===== src/rtl/frame_sync_pkg.sv =====
// Shared encodings for frame_sync_ctrl: FSM state codes, default game-register
// indices and external_inputs field offsets.
package frame_sync_pkg;

    localparam logic [1:0] ST_IDLE    = 2'd0;
    localparam logic [1:0] ST_WAIT_WR = 2'd1;
    localparam logic [1:0] ST_CAPTURE = 2'd2;
    localparam logic [1:0] ST_PUBLISH = 2'd3;

    localparam logic [4:0] DEF_BALL_REG  = 5'd1;
    localparam logic [4:0] DEF_LPAD_REG  = 5'd2;
    localparam logic [4:0] DEF_RPAD_REG  = 5'd3;
    localparam logic [4:0] DEF_NOTE1_REG = 5'd4;
    localparam logic [4:0] DEF_NOTE2_REG = 5'd5;
    localparam logic [4:0] DEF_NOTE3_REG = 5'd6;
    localparam logic [4:0] DEF_ACK_REG   = 5'd7;

    localparam int unsigned NUM_BTN     = 6;
    localparam int unsigned FRAME_CNT_W = 16;
    localparam int unsigned BTN_LSB     = 0;
    localparam int unsigned CNT_LSB     = 16;
    localparam int unsigned ACK_BIT     = 31;

    // True when idx addresses any of the six frame-snapshotted registers.
    function automatic logic is_game_reg(
        input logic [4:0] idx,
        input logic [4:0] r0,
        input logic [4:0] r1,
        input logic [4:0] r2,
        input logic [4:0] r3,
        input logic [4:0] r4,
        input logic [4:0] r5
    );
        return (idx == r0) || (idx == r1) || (idx == r2) ||
               (idx == r3) || (idx == r4) || (idx == r5);
    endfunction

endpackage


===== src/rtl/frame_sync_ctrl_debounce_bit.sv =====
// One guitar button: 2-flop synchronizer followed by a stability counter that
// only accepts a new level after DB_CYCLES consecutive matching samples.
module debounce_bit #(
    parameter int unsigned DB_W      = 18,
    parameter int unsigned DB_CYCLES = 250000
) (
    input  logic i_clk,
    input  logic i_rst,
    input  logic i_raw,
    output logic o_level
);

    localparam logic [DB_W-1:0] CNT_LAST = DB_W'(DB_CYCLES - 1);

    logic            r_sync1;
    logic            r_sync2;
    logic            r_level;
    logic [DB_W-1:0] r_cnt;

    always_ff @(posedge i_clk) begin
        if (i_rst) begin
            r_sync1 <= 1'b0;
            r_sync2 <= 1'b0;
            r_level <= 1'b0;
            r_cnt   <= '0;
        end else begin
            r_sync1 <= i_raw;
            r_sync2 <= r_sync1;
            if (r_sync2 != r_level) begin
                if (r_cnt == CNT_LAST) begin
                    r_level <= r_sync2;
                    r_cnt   <= '0;
                end else begin
                    r_cnt <= r_cnt + DB_W'(1);
                end
            end else begin
                r_cnt <= '0;
            end
        end
    end

    assign o_level = r_level;

endmodule


===== src/rtl/frame_sync_ctrl.sv =====
// Per-frame snapshot scheduler between regfile game registers and the VGA path,
// plus debounced guitar buttons and frame counter. Optional macro: FRAME_ACK_EN.
module frame_sync_ctrl
    import frame_sync_pkg::*;
#(
    parameter int unsigned DB_W      = 18,
    parameter int unsigned DB_CYCLES = 250000,
    parameter int unsigned WAIT_MAX  = 8,
    parameter logic [4:0]  BALL_REG  = DEF_BALL_REG,
    parameter logic [4:0]  LPAD_REG  = DEF_LPAD_REG,
    parameter logic [4:0]  RPAD_REG  = DEF_RPAD_REG,
    parameter logic [4:0]  NOTE1_REG = DEF_NOTE1_REG,
    parameter logic [4:0]  NOTE2_REG = DEF_NOTE2_REG,
    parameter logic [4:0]  NOTE3_REG = DEF_NOTE3_REG,
    parameter logic [4:0]  ACK_REG   = DEF_ACK_REG
) (
    input  logic        clock,
    input  logic        reset,
    input  logic        vga_vs,
    input  logic [5:0]  guitar_raw,
    input  logic        ctrl_writeEnable,
    input  logic [4:0]  ctrl_writeReg,
    input  logic [31:0] data_writeReg,
    input  logic [31:0] ball_in,
    input  logic [31:0] left_paddle_in,
    input  logic [31:0] right_paddle_in,
    input  logic [31:0] notes1_in,
    input  logic [31:0] notes2_in,
    input  logic [31:0] notes3_in,
    output logic [31:0] ball_out,
    output logic [31:0] left_paddle_out,
    output logic [31:0] right_paddle_out,
    output logic [31:0] notes1_out,
    output logic [31:0] notes2_out,
    output logic [31:0] notes3_out,
    output logic [31:0] external_inputs,
    output logic        frame_tick,
    output logic        busy,
    output logic [7:0]  overrun_count
);

    localparam int unsigned     WC_W      = (WAIT_MAX > 1) ? $clog2(WAIT_MAX) : 1;
    localparam logic [WC_W-1:0] WAIT_LAST = WC_W'(WAIT_MAX - 1);

    logic                   r_vs_sync1;
    logic                   r_vs_sync2;
    logic                   r_vs_hist;
    logic                   w_vs_fall;
    logic                   w_conflict;
    logic                   w_wait_last;

    logic [1:0]             r_state;
    logic [1:0]             w_state_next;
    logic                   r_pending;
    logic [WC_W-1:0]        r_wait_cnt;
    logic [FRAME_CNT_W-1:0] r_frame_count;
    logic [FRAME_CNT_W-1:0] w_frame_count_next;
    logic [7:0]             r_overrun;
    logic                   r_tick;

    logic [31:0]            r_ball;
    logic [31:0]            r_lpad;
    logic [31:0]            r_rpad;
    logic [31:0]            r_note1;
    logic [31:0]            r_note2;
    logic [31:0]            r_note3;

    logic [NUM_BTN-1:0]     w_btn;
    logic [31:0]            r_ext;
    logic [31:0]            w_ext_next;
    logic                   w_unused_data;

    // Synchronizer and history preset to 1 so reset release never looks like a falling edge.
    always_ff @(posedge clock) begin
        if (reset) begin
            r_vs_sync1 <= 1'b1;
            r_vs_sync2 <= 1'b1;
            r_vs_hist  <= 1'b1;
        end else begin
            r_vs_sync1 <= vga_vs;
            r_vs_sync2 <= r_vs_sync1;
            r_vs_hist  <= r_vs_sync2;
        end
    end

    assign w_vs_fall   = r_vs_hist & ~r_vs_sync2;
    assign w_conflict  = ctrl_writeEnable &&
                         is_game_reg(ctrl_writeReg, BALL_REG, LPAD_REG, RPAD_REG,
                                     NOTE1_REG, NOTE2_REG, NOTE3_REG);
    assign w_wait_last = (r_wait_cnt == WAIT_LAST);

    always_comb begin
        w_state_next = r_state;
        case (r_state)
            ST_IDLE:    if (w_vs_fall || r_pending) w_state_next = ST_WAIT_WR;
            ST_WAIT_WR: if (!w_conflict || w_wait_last) w_state_next = ST_CAPTURE;
            ST_CAPTURE: w_state_next = ST_PUBLISH;
            ST_PUBLISH: w_state_next = ST_IDLE;
            default:    w_state_next = ST_IDLE;
        endcase
    end

    assign w_frame_count_next = (r_state == ST_PUBLISH) ? r_frame_count + FRAME_CNT_W'(1)
                                                        : r_frame_count;

    always_ff @(posedge clock) begin
        if (reset) begin
            r_state       <= ST_IDLE;
            r_pending     <= 1'b0;
            r_wait_cnt    <= '0;
            r_frame_count <= '0;
            r_overrun     <= '0;
            r_tick        <= 1'b0;
        end else begin
            r_state       <= w_state_next;
            r_frame_count <= w_frame_count_next;
            r_tick        <= (r_state == ST_CAPTURE);

            // One vsync may queue behind the current service; any further ones are lost.
            if (r_state == ST_IDLE) begin
                r_pending <= 1'b0;
            end else if (w_vs_fall) begin
                if (!r_pending) begin
                    r_pending <= 1'b1;
                end else if (r_overrun != 8'hFF) begin
                    r_overrun <= r_overrun + 8'd1;
                end
            end

            if (r_state == ST_IDLE) begin
                r_wait_cnt <= '0;
            end else if (r_state == ST_WAIT_WR && w_conflict && !w_wait_last) begin
                r_wait_cnt <= r_wait_cnt + WC_W'(1);
            end
        end
    end

    always_ff @(posedge clock) begin
        if (reset) begin
            r_ball  <= '0;
            r_lpad  <= '0;
            r_rpad  <= '0;
            r_note1 <= '0;
            r_note2 <= '0;
            r_note3 <= '0;
        end else if (r_state == ST_CAPTURE) begin
            r_ball  <= ball_in;
            r_lpad  <= left_paddle_in;
            r_rpad  <= right_paddle_in;
            r_note1 <= notes1_in;
            r_note2 <= notes2_in;
            r_note3 <= notes3_in;
        end
    end

    for (genvar g = 0; g < NUM_BTN; g++) begin : g_db
        debounce_bit #(
            .DB_W      (DB_W),
            .DB_CYCLES (DB_CYCLES)
        ) u_db (
            .i_clk   (clock),
            .i_rst   (reset),
            .i_raw   (guitar_raw[g]),
            .o_level (w_btn[g])
        );
    end

`ifdef FRAME_ACK_EN
    logic r_unacked;
    logic w_ack_wr;
    logic w_unacked_next;

    assign w_ack_wr       = ctrl_writeEnable && (ctrl_writeReg == ACK_REG) && data_writeReg[0];
    assign w_unacked_next = (r_state == ST_PUBLISH) ? 1'b1 :
                            (w_ack_wr ? 1'b0 : r_unacked);

    always_ff @(posedge clock) begin
        if (reset) begin
            r_unacked <= 1'b0;
        end else begin
            r_unacked <= w_unacked_next;
        end
    end

    always_comb begin
        w_ext_next                        = '0;
        w_ext_next[BTN_LSB +: NUM_BTN]    = w_btn;
        w_ext_next[CNT_LSB +: FRAME_CNT_W-1] = w_frame_count_next[FRAME_CNT_W-2:0];
        w_ext_next[ACK_BIT]               = w_unacked_next;
    end
`else
    always_comb begin
        w_ext_next                        = '0;
        w_ext_next[BTN_LSB +: NUM_BTN]    = w_btn;
        w_ext_next[CNT_LSB +: FRAME_CNT_W] = w_frame_count_next;
    end
`endif

    // Next-state values feed the word so the count field moves on the same edge as the counter.
    always_ff @(posedge clock) begin
        if (reset) begin
            r_ext <= '0;
        end else begin
            r_ext <= w_ext_next;
        end
    end

    assign w_unused_data = ^{data_writeReg, ACK_REG};

    assign ball_out         = r_ball;
    assign left_paddle_out  = r_lpad;
    assign right_paddle_out = r_rpad;
    assign notes1_out       = r_note1;
    assign notes2_out       = r_note2;
    assign notes3_out       = r_note3;
    assign external_inputs  = r_ext;
    assign frame_tick       = r_tick;
    assign busy             = (r_state != ST_IDLE);
    assign overrun_count    = r_overrun;

endmodule


===== config.mk =====
export PLATFORM = sky130hd
export DESIGN_NAME = frame_sync_ctrl
export DESIGN_NICKNAME = d
export VERILOG_FILES = /design/src/rtl/frame_sync_pkg.sv /design/src/rtl/frame_sync_ctrl_debounce_bit.sv /design/src/rtl/frame_sync_ctrl.sv
export SDC_FILE = /design/constraint.sdc
export NUM_CORES = 1
export LEC_CHECK = 0
export CAP_MARGIN = 25
export CORE_AREA = 4 4 182 184
export DETAILED_ROUTE_END_ITERATION = 8
export DIE_AREA = 0 0 186 188
export GPL_TIMING_DRIVEN = 1
export PLACE_DENSITY = 0.9
export SLEW_MARGIN = 20
export SYNTH_ARGS = -nofsm -noshare
export SYNTH_HDL_FRONTEND = slang
export SYNTH_SLANG_ARGS = --single-unit
export TNS_END_PERCENT = 30

===== constraint.sdc =====
create_clock -name clock -period 2.31 [get_ports clock]
set_input_delay 0.462 -clock clock [delete_from_list [all_inputs] [get_ports clock]]
set_output_delay 0.462 -clock clock [all_outputs]
set_load 0.02 [all_outputs]

==> metrics.csv, run 1 <==
metric,value,unit
status,"finished, final reports clean",
skew final,18.4,ps
Die W,186,um
Compound-Gate Fraction of Synth Area,0.0220,
grt ovf,0,
Die Y,188,um
Lkg Pwr,6.71,nW
Internal Power,12.6,mW
WL per Instance,17.1,um
Worst Hold End,r_frame_count[11],
first drt pass iteration count,4,
row count,65,
via count,11600,
GPL Wtd Cong,0.863,
clock-pin transition on the worst setup and hold timing paths,60,ps
DR DRC count,0,
layout cells sized above 1,0.0589,
HP Class,input pin to flop,
initial drt markers,491,
Reg2Reg Setup Slack,300,ps
Synth Area in Adders,0.0125,
clock buffer count from CTS,40,
postcts setup bufs,0,
Net Sw Frac,0.268,
Core Footprint,31400,um2
Post-synth ARST share,0,
dpl ws,291,ps
Psw,4.61,mW
combinational family with the most area after synthesis,simple AND/OR/NAND/NOR gates,
setup violators final,0,
source-to-sink clock delay at the later pin of the worst-skew pair,510,ps
number of global-route vias before repair,11900,
total track usage,0.214,
critical path type,flop to primary output,
min setup slack post-route,113,ps
reg2reg start,r_state[0],
Yosys cell types,54,
worst hold path startpoint,reset,
largest net degree at the start of global routing,86,
nets,2109,
PortBufs,430,
Syn Inst Count,1427,
Fin. Hold Viols,0,
Worst Tran Pin Value,616,ps
combinational share of power,0.220,
mux cell area share after synthesis,0.147,
fmax,455,MHz
total power,17.2,mW
Reg-to-Reg End,overrun_count[7],
RSZ-0062 raised after global routing,no,
R2R depth,6,
Max-Cap Viols,0,
Area Overhead vs Synth,43.7,%
Slew headroom,0.589,
min Tclk post-route,2200,ps
"EDFF count, synth",0,
final WL,39100,um
io pins,473,
simple-gate share of the synthesized area,0.207,
Power Density,855,nW/um2
HPWL Detailed,29000,um
synthesized area,14000,um2
Max rail drop VDD,0.000630,V
Critical Path Sink Type,primary output,
yosys warns,0,
CTS Root Cell,clkbuf_16,
most frequent cells in the layout,"428 x clkdlybuf4s50_1, 358 x dfxtp_1, 332 x nor2_1",
hold depth,2,
required time worst endpoint,1850,ps
CTS H-Tree Depth,2,
"commonest non-fill, non-tap cell in the layout",clkdlybuf4s50_1,
XOR/XNOR share of the synthesized area,0.0671,
"Hold-fix buffers, CTS",0,
Tcrit/Tclk final,0.951,
Clock power frac,0.375,
initial antenna violation count,2,
post-synthesis sequential area ratio,0.513,
CTS tree,done,
via-per-instance ratio,5.08,
DP Area,18700,um2
most common flop cell mapped by yosys,dfxtp_1,
first-pass GRT wire length,61500,um
CP Launch Type,flop,
#FFs+latches synth,358,
clock sink count,358,
Avg Inst Size Synth,9.79,um2
fin area,20100,um2
fillers,2394,
Setup TNS Final,0,ps
fin. max-slew vios,0,
die area,35000,um2
worst-case clock buffer depth,3,
CP max FO,7,
initial core utilization,0.445,
sequential share of power,0.405,
crit path DAT,1730,ps
Final ANT Viol Nets,0,
## how the worst max path moves through the flow
stage                    start               end  slack, ps
finish              r_state[0]              busy        110
global route        r_state[0]              busy         10
CTS                 r_state[1]              busy         40
detailed placement  r_state[1]  overrun_count[7]        290
global placement    r_state[1]  overrun_count[7]        350
floorplan           r_state[0]  overrun_count[7]        410
## stage by stage
step | std cells | utilization | hold WS (ps)
2_1_floorplan | 1436 | - | 389
3_3_place_gp | 2216 | 0.596 | 401
3_5_place_dp | 2216 | 0.596 | 398
4_1_cts | 2288 | 0.640 | 329
5_1_grt | 2290 | 0.640 | 346
6_report | 2290 | 0.640 | 354
## power by group through the flow
stage	Sequential, mW	Combinational, mW	Clock, mW
final	6.95	3.77	6.45
after global routing	7.01	4.02	6.88
after CTS	6.95	3.81	6.60
after detailed placement	7.07	3.78	0
after global placement	7.04	3.69	0
after floorplan	7.61	1.46	0
## critical path: stages (launching register included)
cell	delay (ps)
dfxtp_1	360
inv_1	110
ha_1	230
buf_4	160
inv_1	50
clkdlybuf4s15_1	310
## routing by layer
metal,track usage,vias to the layer above,routed length (um)
met1,0.241,5468,15000
met5,0,-,0
met4,0.0816,0,1400
met3,0.0648,93,2920
met2,0.376,371,19800
li1,-,5701,-
## area by class of cell
cell class                 count  area, um2  share of cell area
multi-input combinational    983       6420               0.319
timing repair buffer         452       4560               0.227
tap                          402        503              0.0250
sequential                   358       7170               0.357
clock buffer                  60       1190              0.0591
antenna                        2       5.00            0.000249
inverter                      21       78.8             0.00392
clock inverter                12        168             0.00835
## flip-flops by register name, summed over array words and instances, names as in the netlist, 16 cells and up
register,cells
ball_out,32
g_db.u_db.r_cnt,108
left_paddle_out,32
notes1_out,32
notes2_out,32
notes3_out,32
r_frame_count,16
right_paddle_out,32
## synthesized netlist by cell type, types with 23 or more instances
cell type | count | area share
nand2_1 | 31 | 0.0083
nor3_1 | 23 | 0.0082
nor4_1 | 32 | 0.014
nand3_1 | 47 | 0.017
nor2b_1 | 24 | 0.011
xnor2_1 | 77 | 0.048
mux2i_1 | 199 | 0.14
xor2_1 | 30 | 0.019
nor2_1 | 332 | 0.089
clkbuf_1 | 38 | 0.010
dfxtp_1 | 358 | 0.51
nand4_1 | 41 | 0.018
## cells by family (layout without fill, tap and decap cells)
| kind of cell | Yosys count | in the layout |
|---|---|---|
| simple gates | 603 | 603 |
| flops | 358 | 358 |
| mux | 204 | 204 |
| xor+xnor | 107 | 107 |
| buf+inv | 95 | 545 |
| compound gates | 45 | 45 |
| fa+ha+maj | 14 | 14 |
| other cells | 1 | 12 |
## repair_timing
item                                   4_1_cts  5_1_grt
endpoints found under the hold margin        0        0
pin swaps                                    0        0
resized for setup                            1        1
setup endpoints to repair                    1        1
(Power assumes the default switching activity.)
==> run 2, diff against run 1 <==
--- a/config.mk
+++ b/config.mk
@@ -5,10 +5,11 @@
 export SDC_FILE = /design/constraint.sdc
 export NUM_CORES = 1
 export LEC_CHECK = 0
+export ABC_AREA = 1
 export CAP_MARGIN = 25
-export CORE_AREA = 4 4 182 184
+export CORE_AREA = 4 4 184 186
 export DETAILED_ROUTE_END_ITERATION = 8
-export DIE_AREA = 0 0 186 188
+export DIE_AREA = 0 0 188 190
 export GPL_TIMING_DRIVEN = 1
 export PLACE_DENSITY = 0.9
 export SLEW_MARGIN = 20
==> run 2 against run 1 <==
  * Critical path depth fell by 4
  * Sequential power rose by 14%
  * Utilization fell by 1.4 points
  * Clock power fell by 6.0%
  * Clock-buffer cell count fell by 6
  * Global-route usage rose by 1.6 points
  * Via count rose by 22%
  * Clock skew fell by 1.9 ps
  * Synthesized area rose by 2.8%
  * Wire length rose by 10%
  * Combinational power rose by 86%
==> metrics.csv, run 2 <==
metric,value,unit
status,"finished, final reports clean",
RSZ-0062 raised after global routing,no,
CTS Root Cell,clkbuf_16,
clock-pin transition on the worst setup and hold timing paths,60,ps
"EDFF count, synth",0,
Internal Power,13.9,mW
M1 GR Usage,0.250,
Critical Path Sink Type,primary output,
Slew headroom,0.607,
"Slowest-stage cell, CP",clkdlybuf4s50_1,
crit path cell chain,clkdlybuf4s50_1,
Net Sw Frac,0.340,
initial antenna violation count,4,
number of global-route vias before repair,14000,
"commonest non-fill, non-tap cell in the layout",nor2_1,
Largest register FFs,108,
most common flop cell mapped by yosys,dfxtp_1,
#FFs+latches synth,358,
required time worst endpoint,1850,ps
Worst Tran Pin Value,584,ps
CP max stage delay,690,ps
fmax,469,MHz
Die W,188,um
Fin. Hold Viols,0,
met3 GRT Util,0.0684,
setup violators final,0,
io pins,473,
CTS tree,done,
total track usage,0.229,
final WL,43200,um
Bufs and invs on worst path,1,
fin. max-slew vios,0,
GR peak layer,met2,
Area Overhead vs Synth,40.7,%
hold depth,1,
"area leader, netlist",dfxtp_1,
Max-Cap Viols,0,
sequential share of power,0.378,
min Tclk post-route,2130,ps
largest net degree at the start of global routing,133,
Setup TNS Final,0,ps
combinational share of power,0.334,
synthesized area,14400,um2
yosys warns,0,
Yosys cell types,36,
dominant cells by area after synthesis,"dfxtp_1 50%, nor2_1 15%, o21ai_0 7.7%",
worst-case clock buffer depth,3,
Psw,7.15,mW
initial drt markers,840,
area share of the largest cell type after synthesis,0.499,
"CP delay by family, top",buffers and inverters,
Die Y,190,um
Commonest cells post-synth,"572 x nor2_1, 358 x dfxtp_1, 229 x nand2_1, 221 x o21ai_0, 138 x inv_1",
grt ovf,0,
Lkg Pwr,7.66,nW
most frequent cells in the layout,"572 x nor2_1, 429 x clkdlybuf4s50_1, 358 x dfxtp_1",
GPL Wtd Cong,0.880,
HP Class,flop to flop,
Core Footprint,32300,um2
"Hold-fix buffers, CTS",0,
clock buffer count from CTS,38,
Crit path depth,1,
Hold Slack,406,ps
CP startpoint,r_frame_count[5],
clock sink count,358,
WL per Instance,15.3,um
CP max FO,7,
first-pass GRT wire length,68700,um
layout cells sized above 1,0.0502,
PortBufs,430,
Clock power frac,0.288,
R2R depth,8,
first drt pass iteration count,6,
Final ANT Viol Nets,0,
HPWL Detailed,30800,um
via count,14200,
crit path DAT,1670,ps
row count,66,
skew final,16.5,ps
CTS H-Tree Depth,2,
CP Launch Type,flop,
worst hold path startpoint,r_vs_sync1,
Max rail drop VDD,0.000800,V
source-to-sink clock delay at the later pin of the worst-skew pair,530,ps
Power Density,1040,nW/um2
Reg with most FFs,g_db.u_db.r_cnt,
Avg Inst Size Synth,7.40,um2
reg2reg start,r_state[1],
via-per-instance ratio,5.04,
post-synthesis sequential area ratio,0.499,
DR DRC count,0,
Syn Inst Count,1942,
initial core utilization,0.445,
Tcrit/Tclk final,0.922,
nets,2597,
critical path type,flop to primary output,
Post-synth ARST share,0,
top-count cell post-synth,nor2_1,
GR Util met2,0.410,
die area,35700,um2
==> run 2: cell count changes after synthesis, sizes merged, moves of 10 or more <==
| cell | delta |
|---|---|
| nor2 | +252 |
| xnor2 | -69 |
| and3 | -12 |
| mux2i | -199 |
| inv | +119 |
| nor4 | -34 |
| nand3 | +10 |
| a21oi | +74 |
| nand2 | +217 |
| nor4b | -10 |
| nor2b | -24 |
| o21ai | +209 |
| nor3 | +16 |
==> run 2: final timing paths <==
check	end	slack, ps
worst min-delay path	r_vs_sync2	410
worst min register to register	r_vs_sync2	410
worst max register to register	r_frame_count[15]	350
worst max-delay path	external_inputs[21]	180
==> run 2: cells by family after synthesis <==
logic type | after synthesis | synth area share
xor+xnor | 39 | 0.0238
simple gates | 988 | 0.287
flops | 358 | 0.499
buf+inv | 226 | 0.0670
fa+ha+maj | 14 | 0.0122
compound gates | 316 | 0.111
other cells | 1 | 0.000261
==> run 2: routing by layer <==
layer	vias to the layer above	share of wire
met5	-	0
met4	0	0.047
met3	124	0.079
met2	510	0.50
met1	6581	0.37
li1	6973	-
==> run 2: power groups by stage <==
stage	combinational, mW	sequential, mW	clock [mW]
floorplan	2.19	9.35	0
global placement	6.85	7.96	0
detailed placement	6.99	8.04	0
CTS	7.06	7.94	6.20
global route	7.54	8.06	6.46
finish	7.01	7.94	6.06
==> run 2: timing repair <==
action | in CTS | in global routing
buffers inserted | 0 | 0
gates resized for setup | 1 | 2
setup endpoints to repair | 1 | 1
==> run 2: cell type report <==
cell class | instances | area, um2
diodes | 4 | 10.0
clock buffers | 54 | 1120
clock inverters | 13 | 119
fillers | 2575 | 12100
inverters | 141 | 537
multi-input cells | 1367 | 6280
flip-flops and latches | 358 | 7170
well taps | 442 | 553
repair buffers | 438 | 4420
==> run 2: metrics by stage <==
stage	util	total power, mW	setup WS [ps]	area (um2)	instances
3_3_place_gp	0.587	14.8	261	19000	2746
2_1_floorplan	-	11.5	768	14400	1951
3_5_place_dp	0.587	15.0	220	19000	2746
5_1_grt	0.626	22.1	115	20200	2817
4_1_cts	0.626	21.2	8.53	20200	2813
6_report	0.626	21.0	179	20200	2817
